### src/rtl/iserdes_loop_align_if.sv
// Bus bundle for iserdes_loop_align: start/status, ISERDES word input and
// IDELAY/BITSLIP controls. ISERDES_ALIGN_STATS_EN adds EYE_WIDTH and CENTER_TAP.
interface iserdes_loop_align_if #(
  parameter int unsigned NCH        = 4,
  parameter int unsigned DATA_WIDTH = 4,
  parameter int unsigned TAP_BITS   = 5
);
  logic                      START;
  logic [NCH*DATA_WIDTH-1:0] Q;
  logic [NCH-1:0]            BITSLIP;
  logic [NCH-1:0]            DELAY_LD;
  logic [TAP_BITS-1:0]       DELAY_VALUE;
  logic                      BUSY;
  logic                      DONE;
  logic [NCH-1:0]            LOCKED;
  logic [NCH-1:0]            FAIL;
`ifdef ISERDES_ALIGN_STATS_EN
  logic [NCH*(TAP_BITS+1)-1:0] EYE_WIDTH;
  logic [NCH*TAP_BITS-1:0]     CENTER_TAP;

  modport master (output START, Q,
                  input  BITSLIP, DELAY_LD, DELAY_VALUE, BUSY, DONE, LOCKED, FAIL,
                         EYE_WIDTH, CENTER_TAP);
  modport slave  (input  START, Q,
                  output BITSLIP, DELAY_LD, DELAY_VALUE, BUSY, DONE, LOCKED, FAIL,
                         EYE_WIDTH, CENTER_TAP);
`else
  modport master (output START, Q,
                  input  BITSLIP, DELAY_LD, DELAY_VALUE, BUSY, DONE, LOCKED, FAIL);
  modport slave  (input  START, Q,
                  output BITSLIP, DELAY_LD, DELAY_VALUE, BUSY, DONE, LOCKED, FAIL);
`endif
endinterface

### src/rtl/iserdes_loop_align.sv
// Multi-channel ISERDES alignment: per channel, sweep IDELAY taps, pick the
// centre of the widest stable window, then bitslip until the training pattern
// is seen. Optional per-channel eye statistics under ISERDES_ALIGN_STATS_EN.
module iserdes_loop_align #(
  parameter int unsigned          NCH           = 4,
  parameter int unsigned          DATA_WIDTH    = 4,
  parameter logic [DATA_WIDTH-1:0] TRAIN_PATTERN = 4'b1100,
  parameter int unsigned          TAP_BITS      = 5,
  parameter int unsigned          MAX_TAP       = 31,
  parameter int unsigned          SETTLE_CYCLES = 8,
  parameter int unsigned          MATCH_COUNT   = 16
) (
  input  logic                CLK_BUFR,
  input  logic                RST_N,
  iserdes_loop_align_if.slave bus
);
  localparam int unsigned TW   = TAP_BITS + 1;
  localparam int unsigned CHW  = (NCH > 1) ? $clog2(NCH) : 1;
  localparam int unsigned CMAX = (SETTLE_CYCLES > MATCH_COUNT) ? SETTLE_CYCLES : MATCH_COUNT;
  localparam int unsigned CW   = $clog2(CMAX + 1);
  localparam int unsigned SW   = $clog2(DATA_WIDTH + 1);
  localparam logic [TW-1:0]  TAP_LAST    = TW'(MAX_TAP);
  localparam logic [CHW-1:0] CH_LAST     = CHW'(NCH - 1);
  localparam logic [CW-1:0]  SETTLE_LAST = CW'(SETTLE_CYCLES - 1);
  localparam logic [CW-1:0]  MATCH_LAST  = CW'(MATCH_COUNT - 1);
  localparam logic [SW-1:0]  SLIP_MAX    = SW'(DATA_WIDTH);

  typedef enum logic [3:0] {
    S_IDLE, S_LOAD, S_SETTLE, S_SAMPLE, S_NEXT_TAP, S_CENTER, S_CLOAD,
    S_SLIP, S_SWAIT, S_SLIP_CHECK, S_CH_DONE, S_ALL_DONE
  } state_t;

  state_t                state_q, state_d;
  logic [CHW-1:0]        ch_q, ch_d;
  logic [TW-1:0]         tap_q, tap_d;
  logic [TW-1:0]         cur_start_q, cur_start_d, cur_len_q, cur_len_d;
  logic [TW-1:0]         best_start_q, best_start_d, best_len_q, best_len_d;
  logic [CW-1:0]         cnt_q, cnt_d;
  logic [SW-1:0]         slip_q, slip_d;
  logic [DATA_WIDTH-1:0] ref_q, ref_d;
  logic                  good_q, good_d;
  logic                  busy_q, busy_d, done_q, done_d;
  logic [NCH-1:0]        locked_q, locked_d, fail_q, fail_d;
  logic [DATA_WIDTH-1:0] word;
  logic [NCH-1:0]        ch_sel;
  logic [TW-1:0]         center_tap;
  logic [TW-1:0]         run_start, run_len;
`ifdef ISERDES_ALIGN_STATS_EN
  logic [NCH*TW-1:0]       eye_q, eye_d;
  logic [NCH*TAP_BITS-1:0] ctr_q, ctr_d;

  assign bus.EYE_WIDTH  = eye_q;
  assign bus.CENTER_TAP = ctr_q;
`endif

  assign word       = bus.Q[ch_q*DATA_WIDTH +: DATA_WIDTH];
  assign ch_sel     = NCH'(1) << ch_q;
  assign center_tap = best_start_q + (best_len_q >> 1);

  assign bus.DELAY_LD    = (state_q == S_LOAD || state_q == S_CLOAD) ? ch_sel : '0;
  assign bus.BITSLIP     = (state_q == S_SLIP) ? ch_sel : '0;
  assign bus.DELAY_VALUE = tap_q[TAP_BITS-1:0];
  assign bus.BUSY        = busy_q;
  assign bus.DONE        = done_q;
  assign bus.LOCKED      = locked_q;
  assign bus.FAIL        = fail_q;

  // State and datapath registers
  always_ff @(posedge CLK_BUFR or negedge RST_N) begin
    if (!RST_N) begin
      state_q      <= S_IDLE;
      ch_q         <= '0;
      tap_q        <= '0;
      cur_start_q  <= '0;
      cur_len_q    <= '0;
      best_start_q <= '0;
      best_len_q   <= '0;
      cnt_q        <= '0;
      slip_q       <= '0;
      ref_q        <= '0;
      good_q       <= 1'b0;
      busy_q       <= 1'b0;
      done_q       <= 1'b0;
      locked_q     <= '0;
      fail_q       <= '0;
`ifdef ISERDES_ALIGN_STATS_EN
      eye_q        <= '0;
      ctr_q        <= '0;
`endif
    end else begin
      state_q      <= state_d;
      ch_q         <= ch_d;
      tap_q        <= tap_d;
      cur_start_q  <= cur_start_d;
      cur_len_q    <= cur_len_d;
      best_start_q <= best_start_d;
      best_len_q   <= best_len_d;
      cnt_q        <= cnt_d;
      slip_q       <= slip_d;
      ref_q        <= ref_d;
      good_q       <= good_d;
      busy_q       <= busy_d;
      done_q       <= done_d;
      locked_q     <= locked_d;
      fail_q       <= fail_d;
`ifdef ISERDES_ALIGN_STATS_EN
      eye_q        <= eye_d;
      ctr_q        <= ctr_d;
`endif
    end
  end

  // Next-state logic: tap sweep, window tracking, centring and bitslip search
  always_comb begin
    state_d      = state_q;
    ch_d         = ch_q;
    tap_d        = tap_q;
    cur_start_d  = cur_start_q;
    cur_len_d    = cur_len_q;
    best_start_d = best_start_q;
    best_len_d   = best_len_q;
    cnt_d        = cnt_q;
    slip_d       = slip_q;
    ref_d        = ref_q;
    good_d       = good_q;
    busy_d       = busy_q;
    done_d       = done_q;
    locked_d     = locked_q;
    fail_d       = fail_q;
    run_start    = cur_start_q;
    run_len      = cur_len_q;
`ifdef ISERDES_ALIGN_STATS_EN
    eye_d        = eye_q;
    ctr_d        = ctr_q;
`endif
    unique case (state_q)
      S_IDLE: begin
        if (bus.START) begin
          busy_d       = 1'b1;
          done_d       = 1'b0;
          locked_d     = '0;
          fail_d       = '0;
          ch_d         = '0;
          tap_d        = '0;
          cur_start_d  = '0;
          cur_len_d    = '0;
          best_start_d = '0;
          best_len_d   = '0;
          cnt_d        = '0;
`ifdef ISERDES_ALIGN_STATS_EN
          eye_d        = '0;
          ctr_d        = '0;
`endif
          state_d      = S_LOAD;
        end
      end
      S_LOAD: begin
        cnt_d   = '0;
        state_d = S_SETTLE;
      end
      S_SETTLE: begin
        if (cnt_q == SETTLE_LAST) begin
          cnt_d   = '0;
          state_d = S_SAMPLE;
        end else begin
          cnt_d = cnt_q + 1'b1;
        end
      end
      S_SAMPLE: begin
        if (cnt_q == '0) ref_d = word;
        if (cnt_q == '0 || word == ref_q) begin
          if (cnt_q == MATCH_LAST) begin
            good_d  = 1'b1;
            state_d = S_NEXT_TAP;
          end else begin
            cnt_d = cnt_q + 1'b1;
          end
        end else begin
          good_d  = 1'b0;
          state_d = S_NEXT_TAP;
        end
      end
      S_NEXT_TAP: begin
        // Run is extended first so a good last tap is counted before the
        // end-of-sweep comparison against the best run.
        if (good_q) begin
          if (cur_len_q == '0) run_start = tap_q;
          run_len = cur_len_q + 1'b1;
        end
        cur_start_d = run_start;
        cur_len_d   = run_len;
        if (!good_q || tap_q == TAP_LAST) begin
          if (run_len > best_len_q) begin
            best_start_d = run_start;
            best_len_d   = run_len;
          end
          if (!good_q) cur_len_d = '0;
        end
        cnt_d = '0;
        if (tap_q == TAP_LAST) begin
          state_d = S_CENTER;
        end else begin
          tap_d   = tap_q + 1'b1;
          state_d = S_LOAD;
        end
      end
      S_CENTER: begin
        slip_d = '0;
        cnt_d  = '0;
`ifdef ISERDES_ALIGN_STATS_EN
        eye_d[ch_q*TW +: TW]             = best_len_q;
        ctr_d[ch_q*TAP_BITS +: TAP_BITS] = center_tap[TAP_BITS-1:0];
`endif
        if (best_len_q == '0) begin
          fail_d[ch_q] = 1'b1;
          state_d      = S_CH_DONE;
        end else begin
          tap_d   = center_tap;
          state_d = S_CLOAD;
        end
      end
      S_CLOAD: begin
        cnt_d   = '0;
        state_d = S_SWAIT;
      end
      S_SLIP: begin
        slip_d  = slip_q + 1'b1;
        cnt_d   = '0;
        state_d = S_SWAIT;
      end
      S_SWAIT: begin
        if (cnt_q == SETTLE_LAST) begin
          cnt_d   = '0;
          state_d = S_SLIP_CHECK;
        end else begin
          cnt_d = cnt_q + 1'b1;
        end
      end
      S_SLIP_CHECK: begin
        if (word == TRAIN_PATTERN) begin
          if (cnt_q == MATCH_LAST) begin
            locked_d[ch_q] = 1'b1;
            state_d        = S_CH_DONE;
          end else begin
            cnt_d = cnt_q + 1'b1;
          end
        end else begin
          cnt_d = '0;
          if (slip_q == SLIP_MAX) begin
            fail_d[ch_q] = 1'b1;
            state_d      = S_CH_DONE;
          end else begin
            state_d = S_SLIP;
          end
        end
      end
      S_CH_DONE: begin
        if (ch_q == CH_LAST) begin
          state_d = S_ALL_DONE;
        end else begin
          ch_d         = ch_q + 1'b1;
          tap_d        = '0;
          cur_start_d  = '0;
          cur_len_d    = '0;
          best_start_d = '0;
          best_len_d   = '0;
          cnt_d        = '0;
          state_d      = S_LOAD;
        end
      end
      S_ALL_DONE: begin
        busy_d  = 1'b0;
        done_d  = 1'b1;
        state_d = S_IDLE;
      end
      default: state_d = S_IDLE;
    endcase
  end
endmodule

### src/flat_wrapper.sv
// flat-port wrapper written by rule: the top's interface ports become plain ports
module iserdes_loop_align_flat 
#(
  parameter int unsigned          NCH           = 4,
  parameter int unsigned          DATA_WIDTH    = 4,
  parameter logic [DATA_WIDTH-1:0] TRAIN_PATTERN = 4'b1100,
  parameter int unsigned          TAP_BITS      = 5,
  parameter int unsigned          MAX_TAP       = 31,
  parameter int unsigned          SETTLE_CYCLES = 8,
  parameter int unsigned          MATCH_COUNT   = 16
)
  (CLK_BUFR, RST_N, bus_START, bus_Q, bus_BITSLIP, bus_DELAY_LD, bus_DELAY_VALUE, bus_BUSY, bus_DONE, bus_LOCKED, bus_FAIL);
  iserdes_loop_align_if #(.NCH(NCH), .DATA_WIDTH(DATA_WIDTH), .TAP_BITS(TAP_BITS)) bus_i ();
  input  logic CLK_BUFR;
  input  logic RST_N;
  input wire logic [$bits(bus_i.START)-1:0] bus_START;
  input wire logic [$bits(bus_i.Q)-1:0] bus_Q;
  output wire logic [$bits(bus_i.BITSLIP)-1:0] bus_BITSLIP;
  output wire logic [$bits(bus_i.DELAY_LD)-1:0] bus_DELAY_LD;
  output wire logic [$bits(bus_i.DELAY_VALUE)-1:0] bus_DELAY_VALUE;
  output wire logic [$bits(bus_i.BUSY)-1:0] bus_BUSY;
  output wire logic [$bits(bus_i.DONE)-1:0] bus_DONE;
  output wire logic [$bits(bus_i.LOCKED)-1:0] bus_LOCKED;
  output wire logic [$bits(bus_i.FAIL)-1:0] bus_FAIL;
  assign bus_i.START = bus_START;
  assign bus_i.Q = bus_Q;
  assign bus_BITSLIP = bus_i.BITSLIP;
  assign bus_DELAY_LD = bus_i.DELAY_LD;
  assign bus_DELAY_VALUE = bus_i.DELAY_VALUE;
  assign bus_BUSY = bus_i.BUSY;
  assign bus_DONE = bus_i.DONE;
  assign bus_LOCKED = bus_i.LOCKED;
  assign bus_FAIL = bus_i.FAIL;
  iserdes_loop_align #(.NCH(NCH), .DATA_WIDTH(DATA_WIDTH), .TRAIN_PATTERN(TRAIN_PATTERN), .TAP_BITS(TAP_BITS), .MAX_TAP(MAX_TAP), .SETTLE_CYCLES(SETTLE_CYCLES), .MATCH_COUNT(MATCH_COUNT)) u_core (.CLK_BUFR(CLK_BUFR), .RST_N(RST_N), .bus(bus_i));
endmodule
### config.mk
export PLATFORM = sky130hd
export DESIGN_NAME = iserdes_loop_align_flat
export DESIGN_NICKNAME = d
export VERILOG_FILES = /design/src/rtl/iserdes_loop_align_if.sv /design/src/rtl/iserdes_loop_align.sv /design/src/flat_wrapper.sv
export SDC_FILE = /design/constraint.sdc
export NUM_CORES = 1
export LEC_CHECK = 0
export ABC_AREA = 1
export CELL_PAD_IN_SITES_DETAIL_PLACEMENT = 1
export CELL_PAD_IN_SITES_GLOBAL_PLACEMENT = 1
export CORE_MARGIN = 4
export CORE_UTILIZATION = 42
export DETAILED_ROUTE_END_ITERATION = 7
export MAX_ROUTING_LAYER = met4
export PLACE_DENSITY = 0.78
export SLEW_MARGIN = 20
export SYNTH_ARGS = -nofsm -noshare
export SYNTH_HDL_FRONTEND = slang
export SYNTH_SLANG_ARGS = --single-unit
### constraint.sdc
create_clock -name CLK_BUFR -period 2.5 [get_ports CLK_BUFR]
set_input_delay 0.5 -clock CLK_BUFR [delete_from_list [all_inputs] [get_ports CLK_BUFR]]
set_output_delay 0.5 -clock CLK_BUFR [all_outputs]
set_load 0.02 [all_outputs]
==> run metrics, run 1 <==
DIE HEIGHT about 100 um; Final Instance Area approximately 0.0047 sq mm; R2R Path Start u_core.cur_len_q[2]; Synth Register Bits slightly below 60; warnings from Yosys 0; initial antenna violation count 0; Post-Synth Simple-Gate Area 0.292; Synth Instances 526; max_slew headroom 0.492; die area ~0.011 sq mm; dpl cell area 0.00440 sq mm; GR Util met3 0.0372; detailed placement HPWL 8220 um; share of layout cells above drive strength 1 0.131; core area roughly 0.009 sq mm; Initial Utilization 0.438; initial drt markers ~120; total CTS buffers 9; post-synthesis mux area share 0; commonest non-fill, non-tap cell in the layout nand2_1; Worst Clk Skew ~0.018 ns; drt via density 5.42; Final period util 0.969; Area Growth Syn to Fin 20.4%; post-synthesis cell area 0.00390 sq mm; leakage ~2.3 nW; XOR/XNOR Fraction of Synth Area 0.0202; GR Util met1 0.276; # DRC 0; Compound-Gate Fraction of Synth Area 0.136; largest net degree at the start of global routing 60; fin crit period approximately 2.4 ns; Reg2Reg Depth 14; Root Driver clkbuf_8; Area contributors post-synth dfrtp_1, nand2_1, ha_1, nand3_1, inv_1; I/O pin count between 40 and 50; worst-skew pair later-pin latency ~0.35 ns; Sink Count 59; Placed Cells approximately 670; CTS tree built; setup violators final 0; Worst Path Required about 2.7 ns; Congestion Overflow GR 0; Post-Syn Nets roughly 570; Avg Inst Size Synth 7.41 sq um; H-tree levels 3; Setup TNS Final 0 ns; row count 34; ys flop type dfrtp_1; GRT Overall Usage 0.207; ANT nets after route 0; Crit Reg-Reg Endpoint u_core.best_start_q[1]; Clk pin slew, worst setup/hold paths 0.08 ns; outcome completed; Worst EP arrival ~2.6 ns; worst min-delay path category input port to asynchronous set/reset pin; Final Hold Fails 0; Synth Area in Adders 0.0854; GP Congestion ~0.86; Cell variety after synth 39; largest family of logic cells by synthesized area simple AND/OR/NAND/NOR gates; fin nets 622; post-synthesis async set-or-reset flop share 1.00; critical path class flip-flop to flip-flop; largest area contributor in the netlist dfrtp_1; IO buf count between 40 and 50; sequential area share after synthesis 0.379; routing usage on met2 0.325; utilization after layout 0.528; wire length per cell between 15 and 20 um; CTS max path bufs 2; CP Capture Type flip-flop; Crit Path Max Fanout 6; first-pass GRT wire length approximately 18000 um; commonest cells after routing, fill and taps aside nand2_1, inv_1, dfrtp_1; vias post-DR around 3700; non-filler instance count after layout 690; DIE WIDTH between 100 and 150 um; element type at the critical path start flip-flop; TritonRoute pass-1 iters 4; Worst R2R Setup Slack ~0.076 ns; vias in the first global route 3729; share of the synthesized area in the top cell type 0.379; Slew @ Worst Pin approximately 0.76 ns; PwrDens 840 mW/mm^2; worst vdd ir between 0.3 and 0.4 mV; n_diodes 0; EDFF count, synth 0; Max Slew Vio Count 0; Max Clock Freq just over 400 MHz; final WL 11000 um; RSZ-0062 raised after global routing yes; gr busiest metal met2; max_cap viols 0
-- metrics by stage --
stage          total power, mW  setup slack (ns)  hold WS [ns]
6_report                  3.94            0.0764         0.306
5_1_grt                   4.28           -0.0897         0.377
4_1_cts                   3.88            0.0305         0.331
3_5_place_dp              3.10            0.0731         0.469
3_3_place_gp              3.03             0.191         0.466
2_1_floorplan             2.57             0.297         0.204
-- state kept, by name (all words and copies together) (netlist names) --
name,count
u_core.good_q,1
u_core.cur_start_q,6
u_core.ref_q,4
u_core.best_len_q,6
u_core.state_q,4
u_core.bus.DONE,1
u_core.ch_q,2
u_core.bus.BUSY,1
u_core.slip_q,3
u_core.tap_q,6
u_core.cnt_q,5
u_core.best_start_q,6
u_core.bus.FAIL,4
u_core.bus.LOCKED,4
u_core.cur_len_q,6
-- synthesized netlist by cell type (3+ instances only) --
master / instances
o21ai_1: 17
o22ai_1: 5
nand2_2: 3
a21oi_1: 17
nand4_1: 5
dfrtp_1: 59
xor2_1: 7
buf_4: 7
inv_1: 59
nor2_4: 5
ha_1: 25
nor2_1: 42
a31oi_1: 4
nand3_1: 48
inv_2: 11
buf_2: 3
nand2_1: 139
o21ai_0: 35
o21a_1: 5
nor2_2: 3
-- worst max-delay path by stage --
| stage | start | endpoint | slack (ns) | depth (start not counted) |
|---|---|---|---|---|
| after detailed placement | u_core.good_q | u_core.best_start_q[1] | 0.07 | 14 |
| after global routing | u_core.cur_len_q[2] | u_core.best_start_q[1] | -0.09 | 14 |
| after CTS | u_core.ch_q[1] | bus_BITSLIP[0] | 0.03 | 5 |
| after floorplan | u_core.good_q | u_core.best_start_q[3] | 0.30 | 15 |
| after global placement | u_core.good_q | u_core.best_start_q[2] | 0.19 | 14 |
| final | u_core.cur_len_q[2] | u_core.best_start_q[1] | 0.08 | 14 |
-- area by class of cell --
class	instances	area [sq um]
Fill cell	1119	4200
Multi-Input combinational cell	388	2180
Sequential cell	59	1480
Timing Repair Buffer	49	468
Inverter	70	263
Tap cell	108	135
Clock buffer	11	131
Clock inverter	5	30.0
-- worst max-delay path, cell delays in order (launching register included) --
cell and delay (ns):
dfrtp_1 0.40, nand3_2 0.11, nor2_4 0.14, nand3_2 0.10, xor2_2 0.16, ha_1 0.32
nand2_2 0.08, nor2_2 0.09, o21ai_1 0.07, o211ai_1 0.08, nand2_1 0.12, o21ai_4 0.30
nand2_4 0.13, nand2_1 0.10, o21ai_1 0.07
-- per-layer routing --
metal  part of all wire  vias up
li1                   -     1813
met1               0.48     1841
met2               0.47       72
met3              0.038       13
met4              0.011        0
met5                  0        -
-- what timing repair did --
action                     CTS  global route
buffers inserted             0             3
gates cloned                 0             3
setup endpoints to repair    8            16
hold buffers                 0             0
pin swaps                    0            11
gates resized for setup      8            24
-- kinds of logic (layout without fill, tap and decap cells) --
logic type,count (synthesis),after routing
compound gates,93,93
xor+xnor,9,9
fa+ha+maj,26,26
buf+inv,82,135
flops,59,59
simple gates,257,260
-- power breakdown --
group	internal (mW)	switching, mW	total (mW)
clock network	0.355	0.404	0.758
registers	1.11	0.160	1.27
logic	0.623	1.29	1.91
No activity file was read; power rests on OpenSTA's default activity.
==> inputs of run 2 (changes only) <==
CORE_ASPECT_RATIO = 1.4   (was not set)
==> run metrics, run 2 (synthesized netlist as in run 1, its figures left out) <==
initial drt markers 178; switching part of the total 0.410; fin crit period 2.50 ns; power share of the clock group 0.306; dpl cell area between 0.004 and 0.005 sq mm; met3 WL roughly 460 um; Worst Clk Skew about 0.0066 ns; share of power burned in registers 0.274; Area Growth Syn to Fin 27.0%; outcome finished with violations; I/O pin count 42; Worst EP arrival approximately 2.7 ns; CP Capture Type flip-flop; M1 WL roughly 4500 um; Clk pin slew, worst setup/hold paths roughly 0.060 ns; R2R Path Start u_core.cur_len_q[1]; Final Instance Area slightly below 0.005 sq mm; leakage 2.42 nW; metal2 WL approximately 6500 um; commonest non-fill, non-tap cell in the layout nand2_1; Final period util 1.00; largest net degree at the start of global routing 34; worst min-delay path category input port to asynchronous set/reset pin; Initial Utilization 0.432; Crit Path Max Fanout 6; Max Clock Freq 399 MHz; vias in the first global route about 4100; GRT Overall Usage 0.237; Sink Count 59; Worst Path Required between 2 and 3 ns; element type at the critical path start flip-flop; violated checks negative setup slack; initial antenna violation count 0; total CTS buffers 9; drt via density 5.48; commonest cells after routing, fill and taps aside nand2_1, inv_1, dfrtp_1; PwrDens ~940 mW/mm^2; Min Hold Slack around 0.19 ns; core area roughly 0.0090 sq mm; fin nets about 630; RSZ-0062 raised after global routing yes; Tot Pwr 4.67 mW; Congestion Overflow GR 0; setup violators final 1; Switching Power around 1.9 mW; DIE HEIGHT roughly 120 um; vias post-DR ~3800; Slew @ Worst Pin roughly 0.66 ns; TritonRoute pass-1 iters 4; FILL cells about 1100; n_diodes 0; worst vdd ir 0.566 mV; H-tree levels 3; row count between 40 and 50; Max Slew Vio Count 0; DIE WIDTH ~89 um; # DRC 0; ANT nets after route 0; die area 0.0109 sq mm; detailed placement HPWL ~8500 um; critical path class flip-flop to flip-flop; IO buf count 41; GP Congestion about 0.85; CTS tree built; Final Hold Fails 0; Combinational Power Share 0.419; wire length per cell 17.4 um; Root Driver clkbuf_16; CTS max path bufs 2; CP startpoint u_core.cur_len_q[1]; share of layout cells above drive strength 1 0.140; worst-skew pair later-pin latency ~0.33 ns; max_cap viols 0; final setup margin -0.00383 ns; final WL 12100 um; first-pass GRT wire length around 19000 um; max layer used met4; max_slew headroom 0.558; Internal about 2.8 mW
==> run 2: cell types whose count changed in the layout (fill, tap and decap cells not counted), moves of 3 or more <==
| cell | delta |
|---|---|
| nand2_2 | -3 |
| clkbuf_8 | -9 |
| bufinv_16 | +3 |
| clkinv_2 | -3 |
| clkbuf_16 | +9 |
==> run 2: timing repair <==
| action | CTS | global route |
|---|---|---|
| buffers inserted | 0 | 6 |
| cloned | 1 | 2 |
| hold buffers | 0 | 0 |
| pin swaps | 0 | 12 |
| gates resized for setup | 10 | 26 |
| setup endpoints to repair | 19 | 16 |
==> run 2: through the flow <==
step / util / setup slack [ns] / instances / TNS, ns
after floorplan: - / 0.297 / 526 / 0
after global placement: 0.489 / 0.172 / 668 / 0
after detailed placement: 0.489 / -0.00232 / 668 / -0.00232
after CTS: 0.530 / 0.0226 / 685 / 0
after global routing: 0.548 / -0.161 / 693 / -1.65
final: 0.548 / -0.00383 / 693 / -0.00383
==> run 2: power groups by stage <==
stage                     combinational (mW)  sequential, mW  clock, mW
after detailed placement                1.82            1.29          0
after global routing                    2.19            1.31       1.51
after global placement                  1.76            1.28          0
final                                   1.96            1.28       1.43
after floorplan                         1.29            1.28          0
after CTS                               1.87            1.28       1.46
==> run 2: per-layer routing <==
layer / up-vias / global-route usage
met5: - / -
met4: 0 / 0.118
met3: 46 / 0.0372
met2: 93 / 0.436
met1: 1835 / 0.232
li1: 1821 / -
==> run 2: final timing paths <==
path                                                to  slack [ns]  depth (start not counted)
worst max register to register  u_core.best_start_q[3]      -0.004                         15
min in group CLK_BUFR                  u_core.cnt_q[3]        0.49                          2
worst min register to register         u_core.cnt_q[3]        0.49                          2
worst min-delay path              u_core.bus.LOCKED[1]        0.19                          1
max in group asynchronous                u_core.good_q        1.67                          2
worst max-delay path            u_core.best_start_q[3]      -0.004                         15
==> run 2: cell type report <==
class | count | area [sq um] | share of cell area
Timing Repair Buffer | 53 | 526 | 0.106
Sequential cell | 59 | 1480 | 0.299
Inverter | 70 | 263 | 0.0531
Clock buffer | 10 | 229 | 0.0462
Tap cell | 107 | 134 | 0.0270
Multi-Input combinational cell | 388 | 2210 | 0.446
Clock inverter | 6 | 114 | 0.0230
==> run 2: critical path: stages (launching register included) <==
cell,delay (ns)
dfrtp_1,0.38
nand3_2,0.09
nor2_2,0.19
nand3_2,0.10
xor2_1,0.18
ha_1,0.36
nand2_2,0.09
nor2_2,0.10
o21ai_1,0.07
o211ai_1,0.09
nand2_1,0.13
o21ai_4,0.19
buf_12,0.15
nand2_4,0.08
nand2_1,0.10
o21ai_1,0.06
==> inputs of run 3 (changes only) <==
--- a/config.mk
+++ b/config.mk
@@ -11,8 +11,9 @@
 export CORE_ASPECT_RATIO = 1.4
 export CORE_MARGIN = 4
-export CORE_UTILIZATION = 42
+export CORE_UTILIZATION = 43
+export CTS_BUF_LIST = sky130_fd_sc_hd__clkbuf_8
 export DETAILED_ROUTE_END_ITERATION = 7
 export MAX_ROUTING_LAYER = met4
-export PLACE_DENSITY = 0.78
+export PLACE_DENSITY = 0.79
 export SLEW_MARGIN = 20
 export SYNTH_ARGS = -nofsm -noshare
==> constraint.sdc (replaced) <==
create_clock -name CLK_BUFR -period 2.5 [get_ports CLK_BUFR]
set_input_delay 0.625 -clock CLK_BUFR [delete_from_list [all_inputs] [get_ports CLK_BUFR]]
set_output_delay 0.625 -clock CLK_BUFR [all_outputs]
set_load 0.02 [all_outputs]
==> run metrics, run 3 (synthesized netlist as in run 1, its figures left out) <==
Sink Count 59; max_cap viols 0; final WL about 12000 um; violated checks negative setup slack; M1 WL 4510 um; worst vdd ir 0.468 mV; Slew @ Worst Pin between 0.5 and 0.6 ns; fin nets 630; PwrDens ~870 mW/mm^2; GRT Overall Usage 0.237; fin crit period 2.54 ns; Final Hold Fails 0; Area Growth Syn to Fin 23.3%; Worst EP arrival 2.78 ns; Hold Buf Count CTS 0; drt via density roughly 5.4; RSZ-0062 raised after global routing yes; H-tree levels 3; detailed placement HPWL between 8000 and 9000 um; core area just under 0.009 sq mm; n_diodes 0; die area roughly 0.011 sq mm; Initial Utilization 0.448; worst-skew pair later-pin latency ~0.35 ns; dpl cell area 0.00443 sq mm; share of layout cells above drive strength 1 0.151; first-pass GRT wire length between 15000 and 20000 um; Worst Clk Skew about 0.013 ns; element type at the critical path start flip-flop; vias post-DR ~3800; Final period util 1.02; CTS tree built; leakage ~2.3 nW; commonest cells after routing, fill and taps aside nand2_1, inv_1, dfrtp_1; Clk pin slew, worst setup/hold paths ~0.070 ns; GP Congestion between 0.8 and 0.9; outcome finished with violations; FILL cells about 1100; row count 40; total CTS buffers 9; Crit Path Max Fanout 6; wire length per cell around 17 um; Root Driver clkbuf_8; # DRC 0; ANT nets after route 0; Worst Path Required about 2.7 ns; IO buf count 41; DIE HEIGHT between 100 and 150 um; vias in the first global route roughly 4000; worst min-delay path category input port to asynchronous set/reset pin; commonest non-fill, non-tap cell in the layout nand2_1; I/O pin count 42; Max Slew Vio Count 0; final setup margin -0.0387 ns; met3 WL approximately 330 um; setup violators final 4; Place WS -0.0340 ns; max layer used met4; Max Clock Freq slightly below 400 MHz; CTS max path bufs 2; largest net degree at the start of global routing 31; max_slew headroom 0.647; DIE WIDTH between 80 and 90 um; Tot Pwr roughly 4.2 mW; initial drt markers ~140; Final Instance Area 0.00481 sq mm; critical path class flip-flop to flip-flop; TritonRoute pass-1 iters 4; CP Capture Type flip-flop; initial antenna violation count 0; Congestion Overflow GR 0; metal2 WL a little under 7000 um
-- run 3: cell types whose count changed in the layout (fill, tap and decap cells not counted), sizes merged --
cell,delta
inv,+4
dlymetal6s2s,-4
clkinvlp,-2
buf,+4
bufinv,-2
dlygate4sd2,+4
-- run 3: path summary, 6_finish.rpt --
kind	cells past startpoint	endpoint	slack (ns)	from
setup / recovery	15	u_core.best_len_q[5]	-0.04	u_core.cur_len_q[2]
hold / removal	1	u_core.tap_q[5]	0.18	RST_N
setup reg to reg	15	u_core.best_len_q[5]	-0.04	u_core.cur_len_q[2]
hold reg to reg	2	u_core.cnt_q[3]	0.49	u_core.cnt_q[3]
max in group asynchronous	2	u_core.good_q	1.58	RST_N
min in group CLK_BUFR	2	u_core.cnt_q[3]	0.49	u_core.cnt_q[3]
-- run 3: repair_timing --
action / 4_1_cts / 5_1_grt
setup buffers: 0 / 7
pin swaps: 0 / 11
endpoints found under the setup margin: 20 / 14
gates resized for setup: 17 / 29
gates cloned: 1 / 2
-- run 3: cell type report --
cell class              instances  area [sq um]  area share
well taps                     105           131      0.0273
flip-flops and latches         59          1480       0.308
multi-input cells             388          2220       0.461
inverters                      70           263      0.0547
clock inverters                 6          50.0      0.0104
clock buffers                  10           138      0.0286
repair buffers                 57           527       0.110
-- run 3: power breakdown --
group          internal (mW)  switching [mW]  leakage [nW]  total [mW]
sequential              1.11           0.167         0.798        1.28
clock                  0.472           0.387         0.111       0.858
combinational          0.689            1.35          1.41        2.04
total                   2.28            1.91          2.32        4.18
-- run 3: routing by layer --
metal,track usage,vias up
met5,-,-
met4,0.0926,0
met3,0.0293,28
met2,0.446,74
met1,0.242,1843
li1,-,1831
-- run 3: through the flow --
stage	utilization	TNS [ns]	hold slack, ns	std cells
3_3_place_gp	0.508	0	0.468	669
4_1_cts	0.533	0	0.180	686
5_1_grt	0.552	-1.76	0.201	695
2_1_floorplan	-	0	0.329	526
6_report	0.552	-0.0576	0.177	695
3_5_place_dp	0.508	-0.248	0.478	669
-- run 3: worst max-delay path, cell delays in order (launching register included) --
cell and delay, ns:
dfrtp_1 0.44, nand3_2 0.13, nor2_2 0.16, nand3_1 0.11
xor2_1 0.17, ha_1 0.32, nand2_2 0.09, nor2_4 0.11
o21ai_2 0.07, o211ai_1 0.08, nand2_1 0.12, o21ai_4 0.23
buf_6 0.13, nand2_4 0.08, nand2_1 0.13, o21ai_1 0.08
